--- src/rtl/led_blink_pkg.sv ---
// Shared constants, activity FSM encoding and tap saturation helper for the LED blinker.
package led_blink_pkg;

  localparam logic [1:0] LED_OFF   = 2'd0;
  localparam logic [1:0] LED_ON    = 2'd1;
  localparam logic [1:0] LED_BLINK = 2'd2;
  localparam logic [1:0] LED_ACT   = 2'd3;

  typedef enum logic [1:0] {
    ACT_IDLE  = 2'd0,
    ACT_FLASH = 2'd1,
    ACT_GAP   = 2'd2
  } act_state_e;

  // Out-of-range taps clamp to the prescaler MSB instead of wrapping.
  function automatic int unsigned sat_tap(int unsigned tap, int unsigned cnt_w);
    return (tap >= cnt_w) ? cnt_w - 1 : tap;
  endfunction

endpackage

--- src/rtl/led_act_fsm.sv ---
// Per-channel activity stretcher: lone event -> STRETCH lit cycles, traffic -> square wave.
module led_act_fsm
  import led_blink_pkg::*;
#(
  parameter int unsigned STRETCH = 4
) (
  input  logic clk,
  input  logic reset,
  input  logic enable,
  input  logic evt,
  output logic led
);

  localparam int unsigned TimerW = $clog2(STRETCH);
  localparam logic [TimerW-1:0] TimerLoad = TimerW'(STRETCH - 1);

  act_state_e        state_q, state_d;
  logic [TimerW-1:0] timer_q, timer_d;
  logic              pending_q, pending_d;

  always_ff @(posedge clk or posedge reset) begin
    if (reset) begin
      state_q   <= ACT_IDLE;
      timer_q   <= '0;
      pending_q <= 1'b0;
    end else begin
      state_q   <= state_d;
      timer_q   <= timer_d;
      pending_q <= pending_d;
    end
  end

  always_comb begin
    state_d   = state_q;
    timer_d   = timer_q;
    pending_d = pending_q;
    if (!enable) begin
      state_d   = ACT_IDLE;
      timer_d   = '0;
      pending_d = 1'b0;
    end else begin
      unique case (state_q)
        ACT_IDLE: begin
          if (evt) begin
            state_d = ACT_FLASH;
            timer_d = TimerLoad;
          end
        end
        ACT_FLASH: begin
          if (evt) pending_d = 1'b1;
          if (timer_q == '0) begin
            state_d = ACT_GAP;
            timer_d = TimerLoad;
          end else begin
            timer_d = timer_q - TimerW'(1);
          end
        end
        ACT_GAP: begin
          if (timer_q == '0) begin
            // An event landing on the decision cycle counts as pending.
            if (pending_q || evt) begin
              state_d   = ACT_FLASH;
              timer_d   = TimerLoad;
              pending_d = 1'b0;
            end else begin
              state_d = ACT_IDLE;
            end
          end else begin
            timer_d = timer_q - TimerW'(1);
            if (evt) pending_d = 1'b1;
          end
        end
        default: begin
          state_d   = ACT_IDLE;
          timer_d   = '0;
          pending_d = 1'b0;
        end
      endcase
    end
  end

  always_comb begin
    led = (state_q == ACT_FLASH);
  end

endmodule

--- src/rtl/led_activity_blinker.sv ---
// Multi-channel LED driver: shared prescaler, per-channel OFF/ON/BLINK/ACTIVITY with registered out.
module led_activity_blinker
  import led_blink_pkg::*;
#(
  parameter int unsigned NUM_CH  = 4,
  parameter int unsigned CNT_W   = 24,
  parameter int unsigned STRETCH = 4194304,
  parameter int unsigned TAP_W   = 5
) (
  input  logic                      clk,
  input  logic                      reset,
  input  logic [2*NUM_CH-1:0]       ch_mode,
  input  logic [TAP_W*NUM_CH-1:0]   ch_tap,
  input  logic [NUM_CH-1:0]         ch_event,
  output logic [NUM_CH-1:0]         led_out,
  output logic                      presc_wrap
);

  logic [CNT_W-1:0]  cnt_q;
  logic [NUM_CH-1:0] led_d;

  always_ff @(posedge clk or posedge reset) begin
    if (reset) begin
      cnt_q      <= '0;
      presc_wrap <= 1'b0;
      led_out    <= '0;
    end else begin
      cnt_q      <= cnt_q + CNT_W'(1);
      presc_wrap <= &cnt_q;
      led_out    <= led_d;
    end
  end

  for (genvar i = 0; i < NUM_CH; i++) begin : g_ch
    logic [1:0]       mode;
    logic [TAP_W-1:0] tap;
    logic [CNT_W-1:0] shifted;
    logic             act_led;
    logic             lit;

    assign mode    = ch_mode[2*i +: 2];
    assign tap     = ch_tap[TAP_W*i +: TAP_W];
    assign shifted = cnt_q >> sat_tap(32'(tap), CNT_W);

    led_act_fsm #(
      .STRETCH(STRETCH)
    ) u_act_fsm (
      .clk   (clk),
      .reset (reset),
      .enable(mode == LED_ACT),
      .evt   (ch_event[i]),
      .led   (act_led)
    );

    always_comb begin
      lit = 1'b0;
      unique case (mode)
        LED_OFF:   lit = 1'b0;
        LED_ON:    lit = 1'b1;
        LED_BLINK: lit = shifted[0];
        LED_ACT:   lit = act_led;
      endcase
    end

    assign led_d[i] = lit;
  end

endmodule

--- config.mk ---
export PLATFORM = sky130hd
export DESIGN_NAME = led_activity_blinker
export DESIGN_NICKNAME = d
export VERILOG_FILES = /design/src/rtl/led_blink_pkg.sv /design/src/rtl/led_act_fsm.sv /design/src/rtl/led_activity_blinker.sv
export SDC_FILE = /design/constraint.sdc
export NUM_CORES = 1
export LEC_CHECK = 0
export ABC_CLOCK_PERIOD_IN_PS = 5590
export CAP_MARGIN = 10
export CORE_ASPECT_RATIO = 1.25
export CORE_UTILIZATION = 55
export CTS_CLUSTER_DIAMETER = 30
export DETAILED_ROUTE_END_ITERATION = 12
export PLACE_DENSITY = 0.75
export SLEW_MARGIN = 15
export SYNTH_ARGS = -nofsm -noshare
export SYNTH_HDL_FRONTEND = slang
export SYNTH_SLANG_ARGS = --single-unit
--- constraint.sdc ---
create_clock -name clk -period 5.59 [get_ports clk]
set_input_delay 1.118 -clock clk [delete_from_list [all_inputs] [get_ports clk]]
set_output_delay 1.118 -clock clk [all_outputs]
set_load 0.1 [all_outputs]
== Yosys cells after proc, flatten, opt, wreduce, memory -nomap -nowiden ==
Cells that the tools add are included.
Word-level totals
  word-level logic and storage cells: 173
  output and inout bits: 5
  register bits: 129
Cells by class
  $add $sub $neg: 5
  reductions and logical operators: 29
  shifts and indexed selects: 4
  muxes and demuxes: 76
  equality and inequality tests: 40
  order comparisons: 4
Operators with widths (number)
  $mux W22: 20
  $pmux W22 S3: 4
  $shr A24 B5 Y1: 4
  $logic_not A22 Y1: 4
  $sub A22 B1 Y22 const B: 4
  $ne A3 B3 Y1 const B: 12
  $mux W2: 16
  $add A24 B1 Y24 const B: 1
  $eq A2 B2 Y1 const B: 12
  $pmux W2 S3: 4
  $reduce_and A24 Y1: 1
  $ge A5 B5 Y1 const B: 4
  $mux W1: 20
  $mux W5: 4
  $eq A2 B1 Y1 const B: 8
  $logic_not A2 Y1: 8
  $ne A4 B4 Y1 const B: 4
  $pmux W1 S4: 4
  $reduce_and A2 Y1: 8
  $pmux W1 S3: 4
  $reduce_and A3 Y1: 4
  $ne A2 B2 Y1 const B: 4
  $logic_or A1 B1 Y1: 4

== Longest topological paths before layout ==
Gate-level depths: netlist (run 1).
  depth in word-level cells: 5
  mapped depth: 10

== Cells and area by module ==
From an unflattened synthesis (run 1), not the netlist that was laid out.
Second synthesis, totals
  cells, all modules: 1084
  area total of the unflattened synthesis: 9532.9 um2
By module, submodules not included
  led_act_fsm (g_ch[1].u_act_fsm ...): area each 1805.5 um2, cells each 211, times used 3
  led_activity_blinker: area each 2407.3 um2, cells each 256, times used 1
  led_act_fsm (g_ch[0].u_act_fsm): area each 1709.1 um2, cells each 195, times used 1

== Worst setup path after synthesis (run 1) ==
No wires, ideal clock.
  path type: in2reg
  from: input ch_mode[2]
  to: register g_ch[1].u_act_fsm.timer_q[20]
  required time: 5.461 ns
  stages: 7
  path buffers: 2
  setup time: 0.129 ns
  arrival: 2.738 ns
  path slack: 2.723 ns
  cells stage by stage: buf_2 > nand2_1 > or4b_2 > o31ai_4 > or3_1 > buf_4 > o21ai_0
Between the ends
  word-level cells in the longest chain between the ends: 3
  elaborated cells on any way between the ends: 5
RTL lines
  start, declared: line led_activity_blinker.sv:12  | input logic [2*NUM_CH-1:0] ch_mode,
  $eq A2 B2 Y1 (*): line led_activity_blinker.sv:50  | .enable(mode == LED_ACT),
  $ne A4 B4 Y1 (no source line) / $ne A3 B3 Y1 (equally long branches)
  $reduce_and A2 Y1 (no source line)
  end signal, assigned: line led_act_fsm.sv:28  | timer_q <= timer_d;
  end, declared: line led_act_fsm.sv:18  | logic [TimerW-1:0] timer_q, timer_d;
Every way passes the cells marked *; elsewhere a longest branch is shown, timed or not.
A chain may end at the register's enable or synchronous reset.

== Worst setup path after layout (run 1) ==
  from: input ch_mode[2]
  to: register g_ch[1].u_act_fsm.timer_q[2]
The elaborated chain is that of the path after synthesis.

==> metrics.md, run 1 <==
| Metric | Value |
|---|---|
| Endpoint class of the critical path | flop |
| Leading cell type by number of instances after synthesis | sky130_fd_sc_hd__dfrtp_1 |
| Met2 wire length | between 10000 and 15000 um |
| Most used standard cells in the synthesized netlist | sky130_fd_sc_hd__dfrtp_1 (129), sky130_fd_sc_hd__nor2_1 (106), sky130_fd_sc_hd__o21ai_0 (87), sky130_fd_sc_hd__a21oi_1 (67), sky130_fd_sc_hd__nand2_1 (61) |
| Total of endpoints with negative setup slack in the final report | 0 |
| Leading post-synthesis cells by cell area | sky130_fd_sc_hd__dfrtp_1 (36%), sky130_fd_sc_hd__o21ai_0 (4.9%), sky130_fd_sc_hd__nor2_1 (4.5%) |
| Yosys top cell area share | 0.365 |
| Count of inserted antenna diode cells | 0 |
| Number of optimization iterations in the first detailed-route pass | 5 |
| # hold bufs at CTS | 0 |
| Max-slew violations | 0 |
| Root Buffer Master | sky130_fd_sc_hd__clkbuf_16 |
| Residual DRC | 0 |
| Global-route wire length before repair | 37100 um |
| F_max | between 200 and 300 MHz |
| PD cells | roughly 290 mW/mm2 |
| Total CTS buffers | 17 |
| Accumulated negative setup slack | 0 ps |
| Critical path cell sequence | clkdlybuf4s50_1, nand2_1, or4b_2, o31ai_4, or3_1, o21ai_0 |
| Synth-to-Final Area Change | 12.1% |
| Insertion delay to the later sink of the worst-skew pair | between 400 and 500 ps |
| Worst vdd rail ir drop | ~0.22 mV |
| Pin count of the biggest net entering global routing | roughly 100 |
| Post-DP HPWL | approximately 15000 um |
| Layout net count | roughly 1100 |
| Post-Synth XOR/XNOR Area | 0.0228 |
| Worst setup skew after layout | around 6.4 ps |
| Share of synthesized cell area in and, or, nand and nor gates | 0.227 |
| Number of cell rows | 51 |
| Top cell type by total area after synthesis | sky130_fd_sc_hd__dfrtp_1 |
| Post-Route M1 WL | about 9600 um |
| Critical setup path kind | input port to flop |
| Arrival time of data at the critical path endpoint | a little under 4000 ps |
| Top-level port count | 39 |
| Vias/cell | around 6.5 |
| Sequential share of the synthesized area | 0.365 |
| Worst Path Required | between 5000 and 6000 ps |
| Core Box Area | 0.0156 mm2 |
| Critical-path cell with the highest stage delay | sky130_fd_sc_hd__or4b_2 |
| Gp weighted congestion | 0.910 |
| Antenna Violating Nets Remaining | 0 |
| Setup repair after global routing missed its margin | false |
| Vias | 8120 |
| Clock sinks | approximately 130 |
| Number of standard cells in the layout, taps in and fillers out | between 1000 and 1500 |
| Share of post-route cells with drive strength above 1 | 0.0795 |
| Total length of routed met3 wires | approximately 1100 um |
| Uppermost layer routed | met4 |
| Seq cells post-synth | about 130 |
| Transition time at the pin with the least slew margin | 1180 ps |
| Status | complete, no violations |
| Syn_nets | 1070 |
| Initial standard-cell utilization of the core | 0.566 |
| Number of library cell types mapped by synthesis | 76 |
| CTS tree | yes |
| Height of the chip | 144 um |
| Post-synth design cell area | 0.00885 mm2 |
| Largest family of logic cells by synthesized area | compound AO/OA/AOI/OAI gates |
| Worst-path fanout max | 19 |
| Detailed-route wire length per cell | ~18 um |
| Mapped Avg Cell Area | approximately 9 um2 |
| Total placed cells including tap cells | around 1200 |
| Critical Path Source Type | input port |
| Synthesized-area fraction occupied by adder cells | 0.0354 |
| Leftover overflow at the end of global routing | 0 |
| Number of DRC markers in iteration 0 | 737 |
| Most frequently used flop master after synthesis | sky130_fd_sc_hd__dfrtp_1 |
| Post-synthesis compound-gate area fraction | 0.248 |
| Total of max-cap violations | 0 |
| Largest stage delay on the critical path | about 740 ps |
| Antenna violations before repair | 0 |
| Number of synthesized flops with an enable pin | 0 |
| Worst hold slack across all endpoints | 517 ps |
| Number of instances resized during post-cts repair | 0 |
| Mux contribution to synthesized area | 0.0570 |
| Area enclosed by the die boundary | about 0.017 mm2 |
| Final hold viol count | 0 |
| Type of the most critical hold path | flop to flop |
| Die Wd | about 120 um |
| Cell count after synthesis | a little over 1000 |
| Sum of routed wire length over all layers | about 22000 um |
| Post-route minimum period | ~3600 ps |
| Proportion of register bits with asynchronous set or reset after synthesis | 1.00 |
| Tcrit/Tclk final | 0.636 |
| Total track usage | 0.281 |
| Vias in the first global route | 7728 |
| Post-CTS clock slew at the launch and capture registers of the worst setup and hold paths | ~60 ps |
| Worst relative slew slack | 0.211 |
| Number of buffers inserted by post-CTS setup repair | 0 |
| IO buf count | 38 |
| Syn. warnings | 0 |
| Lkg Pwr | between 4 and 5 nW |
| H-Tree Level Count | 4 |
| Buffers from clock root to sink, at most | 2 |
==> through the flow <==
step / area (um2) / utilization / total power [mW] / setup slack, ps
floorplan: 8850 / - / 1.55 / 1030
global placement: 9310 / 0.595 / 1.70 / 1670
detailed placement: 9310 / 0.595 / 1.71 / 1620
CTS: 9920 / 0.634 / 2.85 / 2050
global route: 9920 / 0.634 / 2.97 / 1850
finish: 9920 / 0.634 / 2.84 / 2040
==> critical path: cells and delay by family <==
family	cells	cell delay, ps
simple gates	3	1320
buf+inv	1	610
compound gates	2	790
==> routing by layer <==
metal	vias to the layer above	track usage
li1	3889	-
met1	3924	0.354
met2	265	0.476
met3	42	0.0472
met4	0	0.116
met5	-	0
==> path summary, 6_finish.rpt <==
check | cells past startpoint | slack (ps) | end | start
max in group asynchronous | 3 | 3400 | cnt_q[2] | reset
hold / removal | 2 | 520 | g_ch[2].u_act_fsm.timer_q[21] | g_ch[2].u_act_fsm.timer_q[21]
hold reg to reg | 2 | 520 | g_ch[2].u_act_fsm.timer_q[21] | g_ch[2].u_act_fsm.timer_q[21]
min in group asynchronous | 2 | 1280 | g_ch[1].u_act_fsm.timer_q[9] | reset
setup / recovery | 6 | 2040 | g_ch[1].u_act_fsm.timer_q[2] | ch_mode[2]
setup reg to reg | 7 | 2570 | g_ch[0].u_act_fsm.timer_q[12] | g_ch[0].u_act_fsm.timer_q[0]
==> cells in the final DEF (no fill, tap or decap), types with 25 or more instances in the layout <==
cell type / Yosys / routed
sky130_fd_sc_hd__nor4_1: 27 / 27
sky130_fd_sc_hd__nor3_1: 42 / 42
sky130_fd_sc_hd__o21ai_0: 87 / 87
sky130_fd_sc_hd__a31oi_1: 38 / 38
sky130_fd_sc_hd__ha_1: 25 / 25
sky130_fd_sc_hd__nor2_1: 106 / 106
sky130_fd_sc_hd__nand2_1: 61 / 61
sky130_fd_sc_hd__inv_1: 43 / 42
sky130_fd_sc_hd__nand3_1: 34 / 34
sky130_fd_sc_hd__clkdlybuf4s50_1: 0 / 38
sky130_fd_sc_hd__a21oi_1: 67 / 67
sky130_fd_sc_hd__dfrtp_1: 129 / 129
==> sequential cells by signal, summed over array words and instances (netlist names) <==
| signal | count |
|---|---|
| presc_wrap | 1 |
| cnt_q | 24 |
| led_out | 4 |
| g_ch.u_act_fsm.timer_q | 88 |
| g_ch.u_act_fsm.pending_q | 4 |
| g_ch.u_act_fsm.state_q | 8 |
==> power breakdown <==
part | internal [mW] | total (mW) | switching, mW
logic | 0.227 | 0.617 | 0.389
clock network | 0.724 | 1.14 | 0.417
registers | 1.00 | 1.09 | 0.0849
==> layout make-up <==
type                            instances  area, um2
Tap cell                              212        265
Clock inverter                          9        103
Inverter                               44        170
Clock buffer                           23        508
Sequential cell                       129       3230
Timing Repair Buffer                   43        418
Fill cell                            1354       5720
Multi-Input combinational cell        784       5230
==> cells by family (layout without fill, tap and decap cells) <==
| family | Yosys count | count (layout) |
|---|---|---|
| flops | 129 | 129 |
| simple gates | 375 | 375 |
| mux | 32 | 32 |
| compound gates | 329 | 329 |
| xor+xnor | 23 | 23 |
| fa+ha+maj | 25 | 25 |
| buf+inv | 98 | 119 |
No activity file was read; power rests on OpenSTA's default activity.
==> run 2, diff against run 1 <==
ABC_CLOCK_PERIOD_IN_PS = 3240   (was 5590)
PLACE_DENSITY = 0.78   (was 0.75)
clock period = 3.24 ns   (was 5.59 ns; I/O delays follow)
==> run 2 against run 1 <==
Effect of this change:
- die area stayed put
- critical endpoint is now g_ch[2].u_act_fsm.timer_q[17]
- critical path depth is 2 higher
- non-clock buffer count is 25 higher
- largest cell class unchanged
- highest routed layer unchanged
==> metrics.md, run 2 (synthesized netlist as in run 1, its figures left out) <==
| Metric | Value |
|---|---|
| Status | complete, no violations |
| Most common cell after layout, fill and taps aside | sky130_fd_sc_hd__dfrtp_1 |
| Gp weighted congestion | roughly 0.93 |
| Worst setup skew after layout | 8.34 ps |
| H-Tree Level Count | 4 |
| Initial standard-cell utilization of the core | 0.566 |
| Clock sinks | 129 |
| Transition time at the pin with the least slew margin | roughly 910 ps |
| Vias in the first global route | about 8000 |
| Sw Share | 0.307 |
| Top-level port count | 39 |
| Total length of routed met3 wires | 1420 um |
| Fill cell total of the finished layout | approximately 1300 |
| Max-slew violations | 0 |
| Worst vdd rail ir drop | 0.335 mV |
| Total track usage | 0.294 |
| Number of DRC markers in iteration 0 | roughly 640 |
| Sum of routed wire length over all layers | 23200 um |
| Core Box Area | ~0.016 mm2 |
| Vias | 8352 |
| Tcrit/Tclk final | 0.837 |
| Area enclosed by the die boundary | around 0.017 mm2 |
| Lkg Pwr | between 4 and 5 nW |
| Antenna violations before repair | 0 |
| PD cells | 497 mW/mm2 |
| Number of optimization iterations in the first detailed-route pass | 7 |
| CTS tree | yes |
| Height of the chip | 144 um |
| Endpoint class of the critical path | flop |
| Synth-to-Final Area Change | 14.4% |
| Register name with the most flops | g_ch.u_act_fsm.timer_q |
| Leftover overflow at the end of global routing | 0 |
| Worst-path fanout max | 7 |
| Global-route wire length before repair | ~39000 um |
| Arrival time of data at the critical path endpoint | about 3000 ps |
| Number of cell rows | roughly 50 |
| Die Wd | roughly 120 um |
| F_max | approximately 370 MHz |
| Internal Dissipation | around 3.5 mW |
| Post-route minimum period | between 2000 and 3000 ps |
| Worst relative slew slack | 0.394 |
| Buffers from clock root to sink, at most | 2 |
| Total CTS buffers | 17 |
| Total of endpoints with negative setup slack in the final report | 0 |
| Final hold viol count | 0 |
| Vias/cell | 6.59 |
| Post-CTS clock slew at the launch and capture registers of the worst setup and hold paths | approximately 60 ps |
| Total of max-cap violations | 0 |
| Critical setup path kind | flop to flop |
| Number of instances resized during post-cts repair | 0 |
| Total placed cells including tap cells | ~1200 |
| Antenna Violating Nets Remaining | 0 |
| Type of the most critical hold path | flop to flop |
| Critical Path Source Type | flop |
| Layout net count | ~1100 |
| Residual DRC | 0 |
| Top Registers | g_ch.u_act_fsm.timer_q x88, cnt_q x24, g_ch.u_act_fsm.state_q x8 |
| Clock Power Share | 0.405 |
| Most used cells in the layout excluding fill and tap cells | sky130_fd_sc_hd__dfrtp_1 (129), sky130_fd_sc_hd__nor2_1 (106), sky130_fd_sc_hd__o21ai_0 (87), sky130_fd_sc_hd__a21oi_1 (67), sky130_fd_sc_hd__nand2_1 (61) |
| Combinational fraction of design power | 0.223 |
| Root Buffer Master | sky130_fd_sc_hd__clkbuf_16 |
| Post-Route M1 WL | between 9000 and 10000 um |
| Met2 wire length | 11500 um |
| Post-DP HPWL | roughly 16000 um |
| Number of flip-flops under the largest register name | a little under 90 |
| # hold bufs at CTS | 0 |
| Number of buffers inserted by post-CTS setup repair | 0 |
| Insertion delay to the later sink of the worst-skew pair | between 400 and 500 ps |
| Accumulated negative setup slack | 0 ps |
| IO buf count | 38 |
| Switching power of the nets | around 1.5 mW |
| Sequential share of power | 0.373 |
| Number of standard cells in the layout, taps in and fillers out | 1268 |
| Uppermost layer routed | met4 |
| Worst Path Required | 3600 ps |
| Setup repair after global routing missed its margin | false |
| Count of inserted antenna diode cells | 0 |
| Detailed-route wire length per cell | ~18 um |
| Share of post-route cells with drive strength above 1 | 0.101 |
| Pin count of the biggest net entering global routing | 43 |
run 2: changes by cell type in the layout (fill, tap and decap cells not counted), moves of 2 or more:
cell	delta
sky130_fd_sc_hd__clkinv_2	-3
sky130_fd_sc_hd__clkdlybuf4s50_1	-5
sky130_fd_sc_hd__buf_4	+28
sky130_fd_sc_hd__clkinvlp_4	-2
sky130_fd_sc_hd__clkbuf_1	+4
sky130_fd_sc_hd__buf_12	+2
run 2: power by group through the flow:
stage / registers (mW) / logic, mW / clock network [mW]
6_report: 1.88 / 1.12 / 2.04
5_1_grt: 1.89 / 1.24 / 2.13
4_1_cts: 1.87 / 1.11 / 2.07
3_5_place_dp: 1.90 / 1.10 / 0
3_3_place_gp: 1.89 / 1.08 / 0
2_1_floorplan: 1.89 / 0.777 / 0
run 2: metrics by stage:
stage,hold WS (ps),worst slack (ps),util,area [um2],power [mW]
detailed placement,499,238,0.608,9510,3.00
finish,506,529,0.648,10100,5.03
global route,553,456,0.648,10100,5.26
global placement,493,299,0.608,9510,2.98
floorplan,468,843,-,8850,2.67
CTS,509,600,0.648,10100,5.05
run 2: worst paths after layout:
| kind | start | endpoint | slack, ps | cells past startpoint |
|---|---|---|---|---|
| min in group asynchronous | reset | g_ch[1].u_act_fsm.timer_q[12] | 630 | 2 |
| max reg2reg | g_ch[2].u_act_fsm.timer_q[0] | g_ch[2].u_act_fsm.timer_q[17] | 530 | 8 |
| max in group asynchronous | reset | g_ch[0].u_act_fsm.timer_q[6] | 1880 | 3 |
| min | g_ch[2].u_act_fsm.timer_q[20] | g_ch[2].u_act_fsm.timer_q[20] | 510 | 2 |
| min reg2reg | g_ch[2].u_act_fsm.timer_q[20] | g_ch[2].u_act_fsm.timer_q[20] | 510 | 2 |
| max | g_ch[2].u_act_fsm.timer_q[0] | g_ch[2].u_act_fsm.timer_q[17] | 530 | 8 |
run 2: critical path, cell delays in order (launching register included):
cell,delay (ps)
sky130_fd_sc_hd__dfrtp_1,420
sky130_fd_sc_hd__inv_1,90
sky130_fd_sc_hd__ha_1,210
sky130_fd_sc_hd__nor3b_1,210
sky130_fd_sc_hd__buf_4,170
sky130_fd_sc_hd__and4_1,340
sky130_fd_sc_hd__nand2_1,200
sky130_fd_sc_hd__o31ai_1,740
sky130_fd_sc_hd__o32a_1,260
run 2: cell type report:
class / count / area (um2) / share of cell area
Timing Repair Buffer: 68 / 618 / 0.0610
Clock buffer: 27 / 523 / 0.0517
Inverter: 44 / 169 / 0.0167
Clock inverter: 4 / 95.1 / 0.00939
Multi-Input combinational cell: 784 / 5230 / 0.516
Sequential cell: 129 / 3230 / 0.319
Tap cell: 212 / 265 / 0.0262
run 2: metal layers:
| layer | up-vias | track usage |
|---|---|---|
| li1 | 3930 | - |
| met1 | 4053 | 0.371 |
| met2 | 321 | 0.493 |
| met3 | 48 | 0.0574 |
| met4 | 0 | 0.115 |
| met5 | - | 0 |
==> run 3, diff against run 2 <==
ABC_CLOCK_PERIOD_IN_PS = 2640   (was 3240)
PLACE_DENSITY = 0.75   (was 0.78)
clock period = 2.64 ns   (was 3.24 ns; I/O delays follow)
==> run 3 against run 2 <==
Effect of this change:
- worst hold slack lost 75 ps
- setup slack got worse by 370 ps
- power up 17%
- sequential power grew 22%
- design area is 2.5% higher
- core utilization grew 1.6 points
- via count rose by 1.6%
- final cell count up 3.4%
- count of clock-buffer cells in the layout fell by 4
- clock skew shrank 2.0 ps
- critical path type unchanged
- critical endpoint is now g_ch[1].u_act_fsm.state_q[1]
- highest routed layer unchanged
==> metrics.md, run 3 (synthesized netlist as in run 1, its figures left out) <==
| Metric | Value |
|---|---|
| Status | complete, no violations |
| Insertion delay to the later sink of the worst-skew pair | between 400 and 500 ps |
| Lkg Pwr | 4.43 nW |
| Setup repair after global routing missed its margin | false |
| Max-slew violations | 0 |
| Core Box Area | roughly 0.016 mm2 |
| Number of optimization iterations in the first detailed-route pass | 7 |
| Transition time at the pin with the least slew margin | around 930 ps |
| Top-level port count | 39 |
| Type of the most critical hold path | input port to async pin |
| Total of endpoints with negative setup slack in the final report | 0 |
| Endpoint class of the critical path | flop |
| CTS tree | yes |
| Worst relative slew slack | 0.375 |
| Number of DRC markers in iteration 0 | between 700 and 800 |
| Total of max-cap violations | 0 |
| Worst setup skew after layout | around 6.3 ps |
| Most common cell after layout, fill and taps aside | sky130_fd_sc_hd__dfrtp_1 |
| Critical Path Source Type | flop |
| Pin count of the biggest net entering global routing | 48 |
| Worst hold slack across all endpoints | between 400 and 500 ps |
| Detailed-route wire length per cell | roughly 18 um |
| # hold bufs at CTS | 0 |
| Worst vdd rail ir drop | about 0.44 mV |
| Tcrit/Tclk final | 0.939 |
| Area enclosed by the die boundary | roughly 0.017 mm2 |
| R2R Setup Slk | between 150 and 200 ps |
| Number of buffers inserted by post-CTS setup repair | 0 |
| PD cells | approximately 570 mW/mm2 |
| Worst-path fanout max | 6 |
| Reg-to-reg critical path startpoint | g_ch[1].u_act_fsm.timer_q[0] |
| Total CTS buffers | 17 |
| Switching power of the nets | between 1.5 and 2 mW |
| Height of the chip | between 100 and 150 um |
| Vias in the first global route | roughly 8000 |
| Top Registers | g_ch.u_act_fsm.timer_q x88, cnt_q x24, g_ch.u_act_fsm.state_q x8 |
| Root Buffer Master | sky130_fd_sc_hd__clkbuf_16 |
| Synth-to-Final Area Change | 17.3% |
| Number of flip-flops under the largest register name | between 80 and 90 |
| Clock sinks | roughly 130 |
| Clock Power Share | 0.355 |
| Register name with the most flops | g_ch.u_act_fsm.timer_q |
| Share of post-route cells with drive strength above 1 | 0.136 |
| Setup ws final | ~160 ps |
| Antenna violations before repair | 0 |
| Initial standard-cell utilization of the core | 0.566 |
| Final hold viol count | 0 |
| Die Wd | between 100 and 150 um |
| Antenna Violating Nets Remaining | 0 |
| Arrival time of data at the critical path endpoint | roughly 2800 ps |
| H-Tree Level Count | 4 |
| Reg-to-reg critical path endpoint | g_ch[1].u_act_fsm.state_q[1] |
| Sequential share of power | 0.390 |
| Layout net count | around 1100 |
| Post-CTS clock slew at the launch and capture registers of the worst setup and hold paths | 60 ps |
| Count of inserted antenna diode cells | 0 |
| Source of the critical timing path | g_ch[1].u_act_fsm.timer_q[0] |
| Leftover overflow at the end of global routing | 0 |
| Gp weighted congestion | roughly 0.91 |
| Number of instances resized during post-cts repair | 0 |
| Sum of routed wire length over all layers | between 20000 and 25000 um |
| Post-DP HPWL | about 17000 um |
| Vias/cell | 6.47 |
| Global-route wire length before repair | 39000 um |
| Critical setup path kind | flop to flop |
| Dpl ws | -25.0 ps |
| Vias | 8484 |
| Residual DRC | 0 |
| Total track usage | 0.297 |
| Internal Dissipation | around 4 mW |
| Register-to-Register Path Depth | 7 |
| Combinational fraction of design power | 0.255 |
| Post-route minimum period | 2480 ps |
| F_max | 403 MHz |
| Worst Path Required | between 2000 and 3000 ps |
| IO buf count | 38 |
| Sw Share | 0.325 |
| Number of cell rows | a little over 50 |
| Most used cells in the layout excluding fill and tap cells | sky130_fd_sc_hd__dfrtp_1 (129), sky130_fd_sc_hd__nor2_1 (106), sky130_fd_sc_hd__o21ai_0 (87), sky130_fd_sc_hd__buf_4 (74), sky130_fd_sc_hd__a21oi_1 (67) |
| Buffers from clock root to sink, at most | 2 |
run 3: worst max-delay path by stage:
stage	end	slack (ps)	cells past startpoint
3_3_place_gp	g_ch[1].u_act_fsm.timer_q[11]	10	7
4_1_cts	g_ch[0].u_act_fsm.timer_q[20]	180	8
3_5_place_dp	g_ch[1].u_act_fsm.timer_q[13]	-20	7
2_1_floorplan	g_ch[0].u_act_fsm.state_q[0]	280	8
6_report	g_ch[1].u_act_fsm.state_q[1]	160	7
5_1_grt	g_ch[1].u_act_fsm.state_q[1]	8	7
run 3: worst max-delay path: stages, from the launching register on:
cell                       delay (ps)
sky130_fd_sc_hd__dfrtp_1          420
sky130_fd_sc_hd__inv_1             80
sky130_fd_sc_hd__ha_1             190
sky130_fd_sc_hd__nor3b_1          420
sky130_fd_sc_hd__nand4b_1         330
sky130_fd_sc_hd__nor2_1           430
sky130_fd_sc_hd__o21ai_0          280
sky130_fd_sc_hd__mux2i_1          180
run 3: power groups by stage:
stage,Combinational (mW),Sequential (mW),Clock [mW]
floorplan,0.954,2.32,0
global placement,1.45,2.31,0
detailed placement,1.47,2.32,0
CTS,1.48,2.29,2.11
global route,1.64,2.31,2.20
finish,1.50,2.29,2.08
run 3: through the flow:
step	utilization	std cells	area (um2)	TNS, ps	power, mW
after global placement	0.632	1281	9870	0	3.76
after floorplan	-	1011	8850	0	3.28
final	0.664	1311	10400	0	5.87
after CTS	0.664	1311	10400	0	5.88
after detailed placement	0.632	1281	9870	-115	3.79
after global routing	0.664	1311	10400	0	6.16
run 3: layout make-up:
type                            count  area, um2
Clock inverter                      7       37.5
Fill cell                        1293       5250
Tap cell                          212        265
Timing Repair Buffer              112        986
Multi-Input combinational cell    784       5230
Sequential cell                   129       3230
Clock buffer                       23        468
Inverter                           44        169
run 3: layer usage:
metal	GRT usage	wire length [um]	share of wire	vias to the layer above
met5	0	0	0	-
met4	0.133	656	0.028	0
li1	-	-	-	4012
met3	0.0569	1440	0.062	66
met1	0.368	9800	0.42	4079
met2	0.498	11500	0.49	327
